File: config.mk
export PLATFORM = sky130hd
export DESIGN_NAME = mc_control_fsm
export DESIGN_NICKNAME = d
export VERILOG_FILES = /design/src/rtl/mc_control_fsm.sv
export SDC_FILE = /design/constraint.sdc
export NUM_CORES = 1
export LEC_CHECK = 0
export BUFFER_PORTS_ARGS = -buffer_cell sky130_fd_sc_hd__buf_4
export CAP_MARGIN = 25
export CORE_AREA = 2 2 39 41
export CTS_CLUSTER_DIAMETER = 120
export CTS_CLUSTER_SIZE = 28
export DETAILED_ROUTE_END_ITERATION = 6
export DIE_AREA = 0 0 41 43
export PLACE_DENSITY_LB_ADDON = 0.05
export RECOVER_POWER = 25
export SYNTH_ARGS = -nofsm -noshare
export SYNTH_HDL_FRONTEND = slang
export SYNTH_SLANG_ARGS = --single-unit
File: constraint.sdc
create_clock -name clk -period 2.95 [get_ports clk]
set_input_delay 0.59 -clock clk [delete_from_list [all_inputs] [get_ports clk]]
set_output_delay 0.59 -clock clk [all_outputs]
set_load 0.02 [all_outputs]
File: src/rtl/mc_control_fsm.sv
// mc_control_fsm: multi-cycle CPU control FSM. Latency is jmp 2, beq 3, alu/sw 4, lw 5 cycles plus memory wait states.
// With MC_CTRL_WAIT_EN defined, FETCH/MEM stall on mem_ready and time out to bus_err; otherwise memory is always ready.
module mc_control_fsm #(
  parameter int OPCODE_W = 3,
  parameter int TIMEOUT  = 15
) (
  input  logic                clk,
  input  logic                reset_n,
  input  logic [OPCODE_W-1:0] opcode,
  input  logic                zero,
  input  logic                mem_ready,
  output logic                pc_write,
  output logic                ir_write,
  output logic                mem_read,
  output logic                mem_write,
  output logic                reg_write,
  output logic                reg_dst,
  output logic                mem_to_reg,
  output logic                alu_src,
  output logic [1:0]          pc_src,
  output logic                illegal,
  output logic                bus_err,
  output logic [2:0]          state
);

  typedef enum logic [2:0] {
    S_FETCH  = 3'd0,
    S_DECODE = 3'd1,
    S_EXEC   = 3'd2,
    S_MEM    = 3'd3,
    S_WB     = 3'd4,
    S_HALT   = 3'd5
  } state_t;

  localparam logic [2:0] OP_ADD  = 3'b000;
  localparam logic [2:0] OP_ADDI = 3'b001;
  localparam logic [2:0] OP_SLI  = 3'b010;
  localparam logic [2:0] OP_ROT  = 3'b011;
  localparam logic [2:0] OP_BEQ  = 3'b100;
  localparam logic [2:0] OP_SW   = 3'b101;
  localparam logic [2:0] OP_LW   = 3'b110;
  localparam logic [2:0] OP_JMP  = 3'b111;

  if (OPCODE_W < 3 || TIMEOUT < 1 || TIMEOUT > 255) begin : g_param_check
    $error("mc_control_fsm: OPCODE_W must be >= 3 and TIMEOUT within 1..255");
  end

  state_t     state_q, state_d;
  logic [2:0] op_q;
  logic       illegal_q;
  logic       set_illegal;
  logic       hi_nz;
  logic       ready_eff;
  logic       timeout_hit;

  // Any opcode bit above the 3-bit ISA field makes the instruction illegal.
  assign hi_nz = (opcode >> 3) != '0;

`ifdef MC_CTRL_WAIT_EN
  logic [7:0] wait_q;
  logic       bus_err_q;
  logic       in_wait;

  assign in_wait     = (state_q == S_FETCH) || (state_q == S_MEM);
  assign ready_eff   = mem_ready;
  // A ready on the final allowed cycle completes the access instead of faulting.
  assign timeout_hit = in_wait && !mem_ready && (wait_q == 8'(TIMEOUT - 1));

  always_ff @(posedge clk or negedge reset_n) begin
    if (!reset_n) begin
      wait_q    <= 8'd0;
      bus_err_q <= 1'b0;
    end else begin
      wait_q <= (in_wait && !mem_ready) ? wait_q + 8'd1 : 8'd0;
      if (timeout_hit) begin
        bus_err_q <= 1'b1;
      end
    end
  end

  assign bus_err = bus_err_q;
`else
  assign ready_eff   = mem_ready | 1'b1;
  assign timeout_hit = 1'b0;
  assign bus_err     = 1'b0;
`endif

  always_ff @(posedge clk or negedge reset_n) begin
    if (!reset_n) begin
      state_q   <= S_FETCH;
      op_q      <= 3'b000;
      illegal_q <= 1'b0;
    end else begin
      state_q <= state_d;
      if (state_q == S_DECODE) begin
        op_q <= opcode[2:0];
      end
      if (set_illegal) begin
        illegal_q <= 1'b1;
      end
    end
  end

  always_comb begin
    state_d     = state_q;
    set_illegal = 1'b0;
    pc_write    = 1'b0;
    ir_write    = 1'b0;
    mem_read    = 1'b0;
    mem_write   = 1'b0;
    reg_write   = 1'b0;
    reg_dst     = 1'b0;
    mem_to_reg  = 1'b0;
    alu_src     = 1'b0;
    pc_src      = 2'b00;

    case (state_q)
      S_FETCH: begin
        mem_read = 1'b1;
        if (ready_eff) begin
          // Reset holds the state at FETCH; keep the fetch strobes quiet until it releases.
          ir_write = reset_n;
          pc_write = reset_n;
          state_d  = S_DECODE;
        end else if (timeout_hit) begin
          state_d = S_HALT;
        end
      end

      S_DECODE: begin
        if (hi_nz) begin
          set_illegal = 1'b1;
          state_d     = S_HALT;
        end else if (opcode[2:0] == OP_JMP) begin
          pc_write = 1'b1;
          pc_src   = 2'b10;
          state_d  = S_FETCH;
        end else begin
          state_d = S_EXEC;
        end
      end

      S_EXEC: begin
        case (op_q)
          OP_ADD: begin
            alu_src = 1'b0;
            state_d = S_WB;
          end
          OP_ADDI, OP_SLI, OP_ROT: begin
            alu_src = 1'b1;
            state_d = S_WB;
          end
          OP_BEQ: begin
            if (zero) begin
              pc_write = 1'b1;
              pc_src   = 2'b01;
            end
            state_d = S_FETCH;
          end
          OP_SW, OP_LW: begin
            alu_src = 1'b1;
            state_d = S_MEM;
          end
          default: state_d = S_FETCH;
        endcase
      end

      S_MEM: begin
        if (op_q == OP_LW) begin
          mem_read = 1'b1;
        end else begin
          mem_write = 1'b1;
        end
        if (ready_eff) begin
          state_d = (op_q == OP_LW) ? S_WB : S_FETCH;
        end else if (timeout_hit) begin
          state_d = S_HALT;
        end
      end

      S_WB: begin
        reg_write  = 1'b1;
        reg_dst    = (op_q != OP_ADD);
        mem_to_reg = (op_q == OP_LW);
        state_d    = S_FETCH;
      end

      S_HALT: state_d = S_HALT;

      default: state_d = S_HALT;
    endcase
  end

  assign illegal = illegal_q;
  assign state   = state_q;

endmodule

* Word level (Yosys, flattened, before mapping) *
Index checks and enable logic that the tools add are counted.

word-level totals
  word-level logic and storage cells = 41
  register bits after elaboration = 6

cells by class
  multiplexer cells = 22
  reductions and logical operators = 6
  equal/unequal tests = 11

operators by type and width
  kind                                                                    number
  3-bit equality test (second input constant)                             5
  3-bit case mux with 5 select lines                                      1
  1-bit two-way mux                                                       14
  3-bit by 2-bit equality test with 1-bit output (second input constant)  4
  3-bit by 1-bit equality test with 1-bit output (second input constant)  2
  3-bit logical NOT                                                       2
  3-bit case mux with 2 select lines                                      1
  5-bit OR reduction                                                      1
  2-bit two-way mux                                                       2
  2-bit case mux with 2 select lines                                      1
  4-bit OR reduction                                                      1
  3-bit two-way mux                                                       1
  1-bit case mux with 3 select lines                                      1
  3-bit nonzero test                                                      1
  1-bit case mux with 2 select lines                                      1
  2-bit OR reduction                                                      1

* Longest topological paths before layout *
Gate-level depths: netlist (run 1).

  depth in word-level cells = 4
  gate-level depth with buffers = 4

* Worst setup path before layout (run 1) *
No wires, ideal clock.

  path kind = flip-flop to output port
  start = register state_q[0], in the netlist state[0]
  end = output port pc_write
  path slack = 0.881 ns
  path buffers = 1
  data arrival time = 1.479 ns
  stages on the path, launching flop included = 4
  path through = dfrtp_1 -> buf_2 -> nor4b_2 -> or3_1

on the way
  longest elaborated chain between the ends = 2
  elaborated cells between the ends (all ways) = 4

RTL lines
  element                                                                 line  source
  from (decl)                                                             48    state_t state_q, state_d;
  from (signal assigned)                                                  94    state_q <= state_d;
  3-bit by 2-bit equality test with 1-bit output (tied with other cells)  117   case (state_q)
  1-bit case mux with 3 select lines *                                    117
  to (decl)                                                               12    output logic pc_write,

Every way passes the cells marked *; elsewhere a longest branch is shown, timed or not.

* Worst setup path after layout (run 1) *
  start = register state_q[1], in the netlist state[1]
  end = output port pc_write

The elaborated chain is that of the path after synthesis.

==> impl_metrics.ini, run 1 <==
[setup_path]
critical_path.max_stage_delay_ps = 520
r2r-end = op_q[1]$_DFFE_PN0N_
critical_path_class = flip-flop to output port
cp.arrival_ps = 1710
critPathSlowestCell = dfrtp_1
r2r_setup_slack_ps = 1560
required_ps = 2360
path_max_fanout = 12
crit_path_end_kind = output port
start_kind = flip-flop
r2r_start = state[0]$_DFF_PN0_
worstPathCellList = nor3b_2 -> and4_4 -> or3_1 -> buf_4
worst-r2r-cell-count = 2

[global_routing]
grt_first_pass_wirelength_um = 1570
grt_use_total = 0.139
grt_max_degree = 14
antenna_found_initial = 0
grt_pass1_vias = 324
grt_overflow_total = 0

[sta]
skew_ps = 1.66
tns_ps = 0
setup_viol = 0
slew_viol_final = 0
final.period_utilization = 0.778
hold_slack_ps = 225
hold_viol = 0
period_needed_ps = 2300
max_freq_mhz = 436
rsz0062_at_grt = no

[synthesis]
synth.area.top_cells = dfrtp_1 (32%), mux2_2 (7.3%), buf_4 (6.5%)
ys.flop_type = dfrtp_1
synth_edf_count = 0
synth-async-reset-ratio = 1.00
avgSynthCellArea_um2 = 9.50
synth_warnings = 0
ys_seq_elements = 6
synth.distinct_cells = 29
syn_area_um2 = 465
yosys.area.top_type_share = 0.323
synth_largest_area_cell = dfrtp_1
yosysSeqAreaShare = 0.323
synth_cells = 49

[clock_network]
holdBufCountCts = 0
clk-insertion-delay-late_ps = 240
path_clk_slew_ps = 50
clockRootBuffer = clkbuf_4
cts.sinks = 6
cts_resized = 0
cts_tree = built
post_cts_buffers = 0
cts_made_buffers = 3
ctsLongestPathBuffers = 2
htree_num_levels = 1

[drt]
wl_um = 1020
wl_per_cell_um = 12.8
via_count = 419
drt_iter0_drc = 9
drt_pass1_iterations = 4
drc = 0
drtAntennaViolNets = 0
via_per_inst = 5.24

[layout]
drive_gt1_frac = 0.453
areaGrowthSynthToFinish_pct = 27.2
layout.nets = 73
fin_util = 0.428
n_antenna_cell = 0
layout_common_cells = buf_4 (17), dfrtp_1 (6), nor2_1 (4)
layout_commonest_cell = buf_4

[floorplan]
die_h_um = 43
fp.dieW_um = 41
die_area_mm2 = 0.00176
start_util = 0.336
row_count = 14
core_area_mm2 = 0.00138
ioPinCount = 22

[power]
p_comb_frac = 0.514
p_per_area_mw_per_mm2 = 1070
power_switching_share = 0.466
cellLeakagePower_nw = 0.295
p_seq_frac = 0.363
p_int_mw = 0.338
power_frac_clock = 0.123
p_sw_mw = 0.294
ir_worst_vdd_uv = 342

[placement]
dp_hpwl_um = 726
portBuffers = 18
globalplace.congestion = 0.634

[min_path]
min_path_type = input port to async pin

[run]
cap_violations = 0

[outcome]
status = finished, final reports clean
flip-flops by register name, indices dropped and copies added, names as in the netlist:
name / cells
state: 3
op_q: 3
Yosys cell counts, drive strengths merged (2+ instances only):
library cell,n
nand2,2
buf,7
nand3,2
nor3b,2
mux2,3
o21ai,3
a21oi,2
nor2,4
dfrtp,6
inv,2
worst max-delay path: cells and delay by family (launching register included):
| kind | cells | cell delay (ps) |
|---|---|---|
| and+or+nand+nor | 3 | 790 |
| DFF | 1 | 520 |
| buffers and inverters | 1 | 160 |
per-stage QoR:
step / cells / power, mW / area (um^2) / worst slack (ps)
floorplan: 50 / 0.466 / 469 / 881
global placement: 77 / 0.560 / 573 / 853
detailed placement: 77 / 0.560 / 573 / 860
CTS: 80 / 0.644 / 596 / 640
global route: 80 / 0.685 / 592 / 573
finish: 80 / 0.632 / 592 / 654
how the worst max path moves through the flow:
stage               slack (ps)  cells after the start  endpoint               start
floorplan                  880                      3  pc_write  state[0]$_DFF_PN0_
global placement           850                      5  pc_write           opcode[1]
detailed placement         860                      5  pc_write           opcode[1]
CTS                        640                      4  pc_write  state[1]$_DFF_PN0_
global route               570                      4  pc_write  state[0]$_DFF_PN0_
finish                     650                      4  pc_write  state[1]$_DFF_PN0_
power by group through the flow:
stage          Clock [mW]  Combinational [mW]  Sequential [mW]
2_1_floorplan           0               0.296            0.170
3_3_place_gp            0               0.328            0.233
6_report           0.0781               0.325            0.230
3_5_place_dp            0               0.329            0.231
5_1_grt            0.0884               0.353            0.244
4_1_cts            0.0836               0.330            0.230
cell type report:
cell class / count / area, um^2
Clock buffer: 3 / 22.5
Fill cell: 149 / 792
Inverter: 2 / 7.51
Multi-Input combinational cell: 35 / 260
Sequential cell: 6 / 150
Tap cell: 16 / 20.0
Timing Repair Buffer: 18 / 131
logic make-up (layout without fill, tap and decap cells):
| kind of cell | after synthesis | in the layout | synth area share |
|---|---|---|---|
| AOI/OAI and AO/OA | 8 | 8 | 0.0995 |
| xor gates and xnor gates | 1 | 1 | 0.0188 |
| buffers and inverters | 9 | 23 | 0.126 |
| DFF | 6 | 6 | 0.323 |
| muxes | 3 | 3 | 0.0726 |
| other | 1 | 2 | 0.00806 |
| and+or+nand+nor | 21 | 21 | 0.352 |
layer usage:
layer,wire length (um),GRT usage,share of wire
met4,8,0.120,0.0078
met5,0,0,0
met3,62,0.0314,0.061
met2,486,0.169,0.48
met1,464,0.197,0.45
No activity file was read; power rests on OpenSTA's default activity.
==> inputs of run 2 (changes only) <==
==> constraint.sdc (replaced) <==
create_clock -name clk -period 2.2 [get_ports clk]
set_input_delay 0.44 -clock clk [delete_from_list [all_inputs] [get_ports clk]]
set_output_delay 0.44 -clock clk [all_outputs]
set_load 0.02 [all_outputs]
==> impl_metrics.ini, run 2 (synthesis gave the netlist of run 1 again) <==
[power]
p_comb_frac = 0.534
p_per_area_mw_per_mm2 = 1410
p_sw_mw = 0.395
ir_worst_vdd_uv = 453
p_seq_frac = 0.350
power_switching_share = 0.459
total_power_mw = 0.861
cellLeakagePower_nw = 0.303
power_frac_clock = 0.116
p_int_mw = 0.466

[sta]
rsz0062_at_grt = no
slew_viol_final = 0
tns_ps = 0
setup_viol = 0
post-route-worst-setup-slack_ps = 95.4
max_freq_mhz = 475
hold_viol = 0
final.period_utilization = 0.957
skew_ps = 3.83
period_needed_ps = 2100

[floorplan]
die_h_um = 43
core_area_mm2 = 0.00138
row_count = 14
ioPinCount = 22
fp.dieW_um = 41
start_util = 0.336
die_area_mm2 = 0.00176

[setup_path]
critical_path_class = flip-flop to output port
cp.arrival_ps = 1660
cp_num_buf_inv = 1
critical_path.top_delay_family = simple AND/OR/NAND/NOR gates
crit_path_end_kind = output port
critPathSlowestCell = dfrtp_1
r2r-end = op_q[0]$_DFFE_PN0N_
critical_path.max_stage_delay_ps = 600
worstPathCellList = nor3b_2 -> and4_4 -> or3_1 -> buf_4
start_kind = flip-flop
path_max_fanout = 11
worst-r2r-cell-count = 2
required_ps = 1760
r2r_setup_slack_ps = 880
r2r_start = state[2]$_DFF_PN0_

[global_routing]
grt_overflow_total = 0
antenna_found_initial = 0
grt_pass1_vias = 364
grt_max_degree = 14
grt_use_total = 0.132
grt_first_pass_wirelength_um = 1610

[layout]
fin_util = 0.441
n_antenna_cell = 0
seqCellArea_um2 = 151
multi_input_area_um2 = 260
layout_common_cells = buf_4 (18), dfrtp_1 (5), nor2_1 (4)
fillers = 152
layout.nets = 75
layout_commonest_cell = buf_4
areaGrowthSynthToFinish_pct = 31.2
drive_gt1_frac = 0.470
stdcell_area_um2 = 611

[clock_network]
ctsLongestPathBuffers = 2
cts_made_buffers = 3
cts_tree = built
path_clk_slew_ps = 50
clk-insertion-delay-late_ps = 240
clockRootBuffer = clkbuf_4
htree_num_levels = 1
cts.sinks = 6

[drt]
drtAntennaViolNets = 0
via_count = 400
via_per_inst = 4.88
wl_um = 1070
drt_pass1_iterations = 4
drt_iter0_drc = 9
drc = 0
wl_per_cell_um = 13.0

[min_path]
whs_path_depth = 2
hold_path_end = op_q[2]$_DFFE_PN0N_
min_path_type = input port to flip-flop
min-delay-start = opcode[2]

[placement]
place_ws_ps = 330
postPlaceCellArea_um2 = 581
dp_hpwl_um = 707
portBuffers = 18
globalplace.congestion = 0.631

[outcome]
status = finished, final reports clean

[run]
cap_violations = 0
## run 2: layout make-up
| class | instances | share of cell area |
|---|---|---|
| inverters | 2 | 0.0123 |
| well taps | 16 | 0.0328 |
| repair buffers | 20 | 0.244 |
| clock buffers | 3 | 0.0369 |
| flip-flops and latches | 6 | 0.248 |
| multi-input cells | 35 | 0.426 |
## run 2: per-layer routing
layer  vias up  wire length [um]  global-route usage
li1        205                 -                   -
met5         -                 0                   0
met3         0                56              0.0628
met2        16               491               0.188
met1       179               518               0.184
met4         0                 0              0.0200
## run 2: worst max-delay path by stage
stage | start | end | slack, ps | cells past startpoint
finish | state[2]$_DFF_PN0_ | pc_write | 100 | 4
global route | state[2]$_DFF_PN0_ | pc_write | 30 | 4
CTS | state[0]$_DFF_PN0_ | pc_write | 70 | 4
detailed placement | state[0]$_DFF_PN0_ | pc_write | 330 | 4
global placement | state[0]$_DFF_PN0_ | pc_write | 320 | 4
floorplan | state[0]$_DFF_PN0_ | pc_write | 280 | 3
## run 2: metrics by stage
step / hold WS (ps) / std cells
after floorplan: 144 / 50
after global placement: 254 / 78
after detailed placement: 256 / 78
after CTS: 438 / 82
after global routing: 438 / 82
final: 445 / 82
## run 2: repair_timing
action,CTS,global route
setup endpoints to repair,0,1
setup buffers,0,0
hold endpoints to repair,6,0
hold buffers,1,0
resized for setup,0,1
## run 2: power by group through the flow
stage / registers (mW) / logic [mW] / clock network [mW]
floorplan: 0.228 / 0.398 / 0
global placement: 0.300 / 0.460 / 0
detailed placement: 0.300 / 0.460 / 0
CTS: 0.299 / 0.464 / 0.103
global route: 0.320 / 0.503 / 0.112
finish: 0.302 / 0.459 / 0.100
==> inputs of run 3 (changes only) <==
--- a/config.mk
+++ b/config.mk
@@ -14,6 +14,7 @@
 export DIE_AREA = 0 0 41 43
 export PLACE_DENSITY_LB_ADDON = 0.05
 export RECOVER_POWER = 25
+export SETUP_SLACK_MARGIN = 0.4
 export SYNTH_ARGS = -nofsm -noshare
 export SYNTH_HDL_FRONTEND = slang
 export SYNTH_SLANG_ARGS = --single-unit
==> impl_metrics.ini, run 3 (synthesis gave the netlist of run 1 again) <==
[clock_network]
cts_tree = built
clk-insertion-delay-late_ps = 240
cts_made_buffers = 3
htree_num_levels = 1
path_clk_slew_ps = 40
ctsLongestPathBuffers = 2
clockRootBuffer = clkbuf_4
cts.sinks = 6

[placement]
dp.cells = 80
portBuffers = 18
dp_hpwl_um = 788
globalplace.congestion = 0.737
place_ws_ps = 387

[sta]
skew_ps = 2.35
period_needed_ps = 1940
final.period_utilization = 0.880
tns_ps = 0
setup_viol = 0
rsz0062_at_grt = yes
hold_viol = 0
hold_slack_ps = 444
post-route-worst-setup-slack_ps = 264
slew_viol_final = 0
max_freq_mhz = 516

[global_routing]
antenna_found_initial = 0
met3_usage = 0.0157
grt_first_pass_wirelength_um = 2000
grt_max_degree = 10
busiest_layer = met2
grt_pass1_vias = 470
grt_util_met1 = 0.238
grt_use_total = 0.166
grt_overflow_total = 0
met2_usage = 0.241

[setup_path]
required_ps = 1760
start_kind = flip-flop
crit_start = state[0]$_DFF_PN0_
crit_path_end_kind = output port
r2r_start = state[1]$_DFF_PN0_
critical_path.max_stage_delay_ps = 430
cp.arrival_ps = 1500
worstPathCellList = nor3b_4 -> and2b_1 -> or3_4 -> buf_6
critical_path_class = flip-flop to output port
path_max_fanout = 5
critPathSlowestCell = dfrtp_2

[power]
power_switching_share = 0.419
p_int_mw = 0.667
power_frac_clock = 0.087
cellLeakagePower_nw = 0.375
p_comb_frac = 0.682
ir_worst_vdd_uv = 654
p_per_area_mw_per_mm2 = 1450
p_sw_mw = 0.481
p_seq_frac = 0.230

[floorplan]
die_h_um = 43
fp.dieW_um = 41
row_count = 14
core_area_mm2 = 0.00138
start_util = 0.336
die_area_mm2 = 0.00176
ioPinCount = 22

[layout]
areaGrowthSynthToFinish_pct = 69.6
layout_common_cells = buf_4 (22), buf_6 (9), dfrtp_2 (6), mux2_2 (3), clkbuf_4 (3)
layout_commonest_cell = buf_4
n_antenna_cell = 0
drive_gt1_frac = 0.696
layout.nets = 88
fin_cells = 95

[drt]
wl_per_cell_um = 12.9
drt_pass1_iterations = 4
via_count = 474
wl_um = 1230
drtAntennaViolNets = 0
drc = 0
drt_iter0_drc = 6
via_per_inst = 4.99

[min_path]
min_path_type = input port to flip-flop
min-delay-start = opcode[2]

[run]
cap_violations = 0

[outcome]
status = finished, final reports clean
[run 3: cell types whose count changed in the layout (fill, tap and decap cells not counted), sizes merged]
cell	previous run	this run
buf	18	31
[run 3: layout make-up]
cell class                      instances  area (um^2)
Fill cell                             129          594
Multi-Input combinational cell         35          302
Timing Repair Buffer                   33          280
Sequential cell                         6          158
Clock buffer                            3         22.5
Tap cell                               16         20.0
Inverter                                2         7.51
[run 3: layer usage]
layer  part of all wire  vias up
met1               0.46      231
met2               0.49       15
met4                  0        0
met5                  0        -
met3              0.052        0
li1                   -      228
[run 3: final timing paths]
| check | to | slack [ps] | cells past startpoint |
|---|---|---|---|
| setup reg to reg | op_q[0]$_DFFE_PN0N_ | 790 | 5 |
| setup / recovery | pc_write | 260 | 4 |
| hold / removal | op_q[2]$_DFFE_PN0N_ | 440 | 2 |
| min in group asynchronous | state[1]$_DFF_PN0_ | 650 | 2 |
| max in group asynchronous | state[0]$_DFF_PN0_ | 1300 | 2 |
| hold reg to reg | state[1]$_DFF_PN0_ | 610 | 2 |
[run 3: power groups by stage]
stage               clock network (mW)  logic [mW]  registers, mW
floorplan                            0       0.417          0.228
global placement                     0       0.525          0.283
detailed placement                   0       0.528          0.282
CTS                              0.104       0.671          0.266
global route                     0.111       0.848          0.276
finish                           0.100       0.783          0.264
[run 3: per-stage QoR]
| step | power [mW] | cell area (um^2) | util |
|---|---|---|---|
| 2_1_floorplan | 0.645 | 483 | - |
| 3_3_place_gp | 0.808 | 609 | 0.440 |
| 3_5_place_dp | 0.810 | 609 | 0.440 |
| 6_report | 1.15 | 790 | 0.571 |
| 5_1_grt | 1.24 | 790 | 0.571 |
| 4_1_cts | 1.04 | 724 | 0.524 |
[run 3: what timing repair did]
action	in CTS	in global routing
resized for setup	12	12
hold buffers	1	0
pin swaps	1	5
endpoints found under the hold margin	6	0
gates cloned	0	0
endpoints found under the setup margin	7	10
buffers inserted	7	4
[run 3: worst max-delay path, delay by kind of cell, from the launching register on]
family | cells | cell delay, ps
AND/OR/NAND/NOR | 3 | 690
flip-flops | 1 | 430
buffers and inverters | 1 | 140
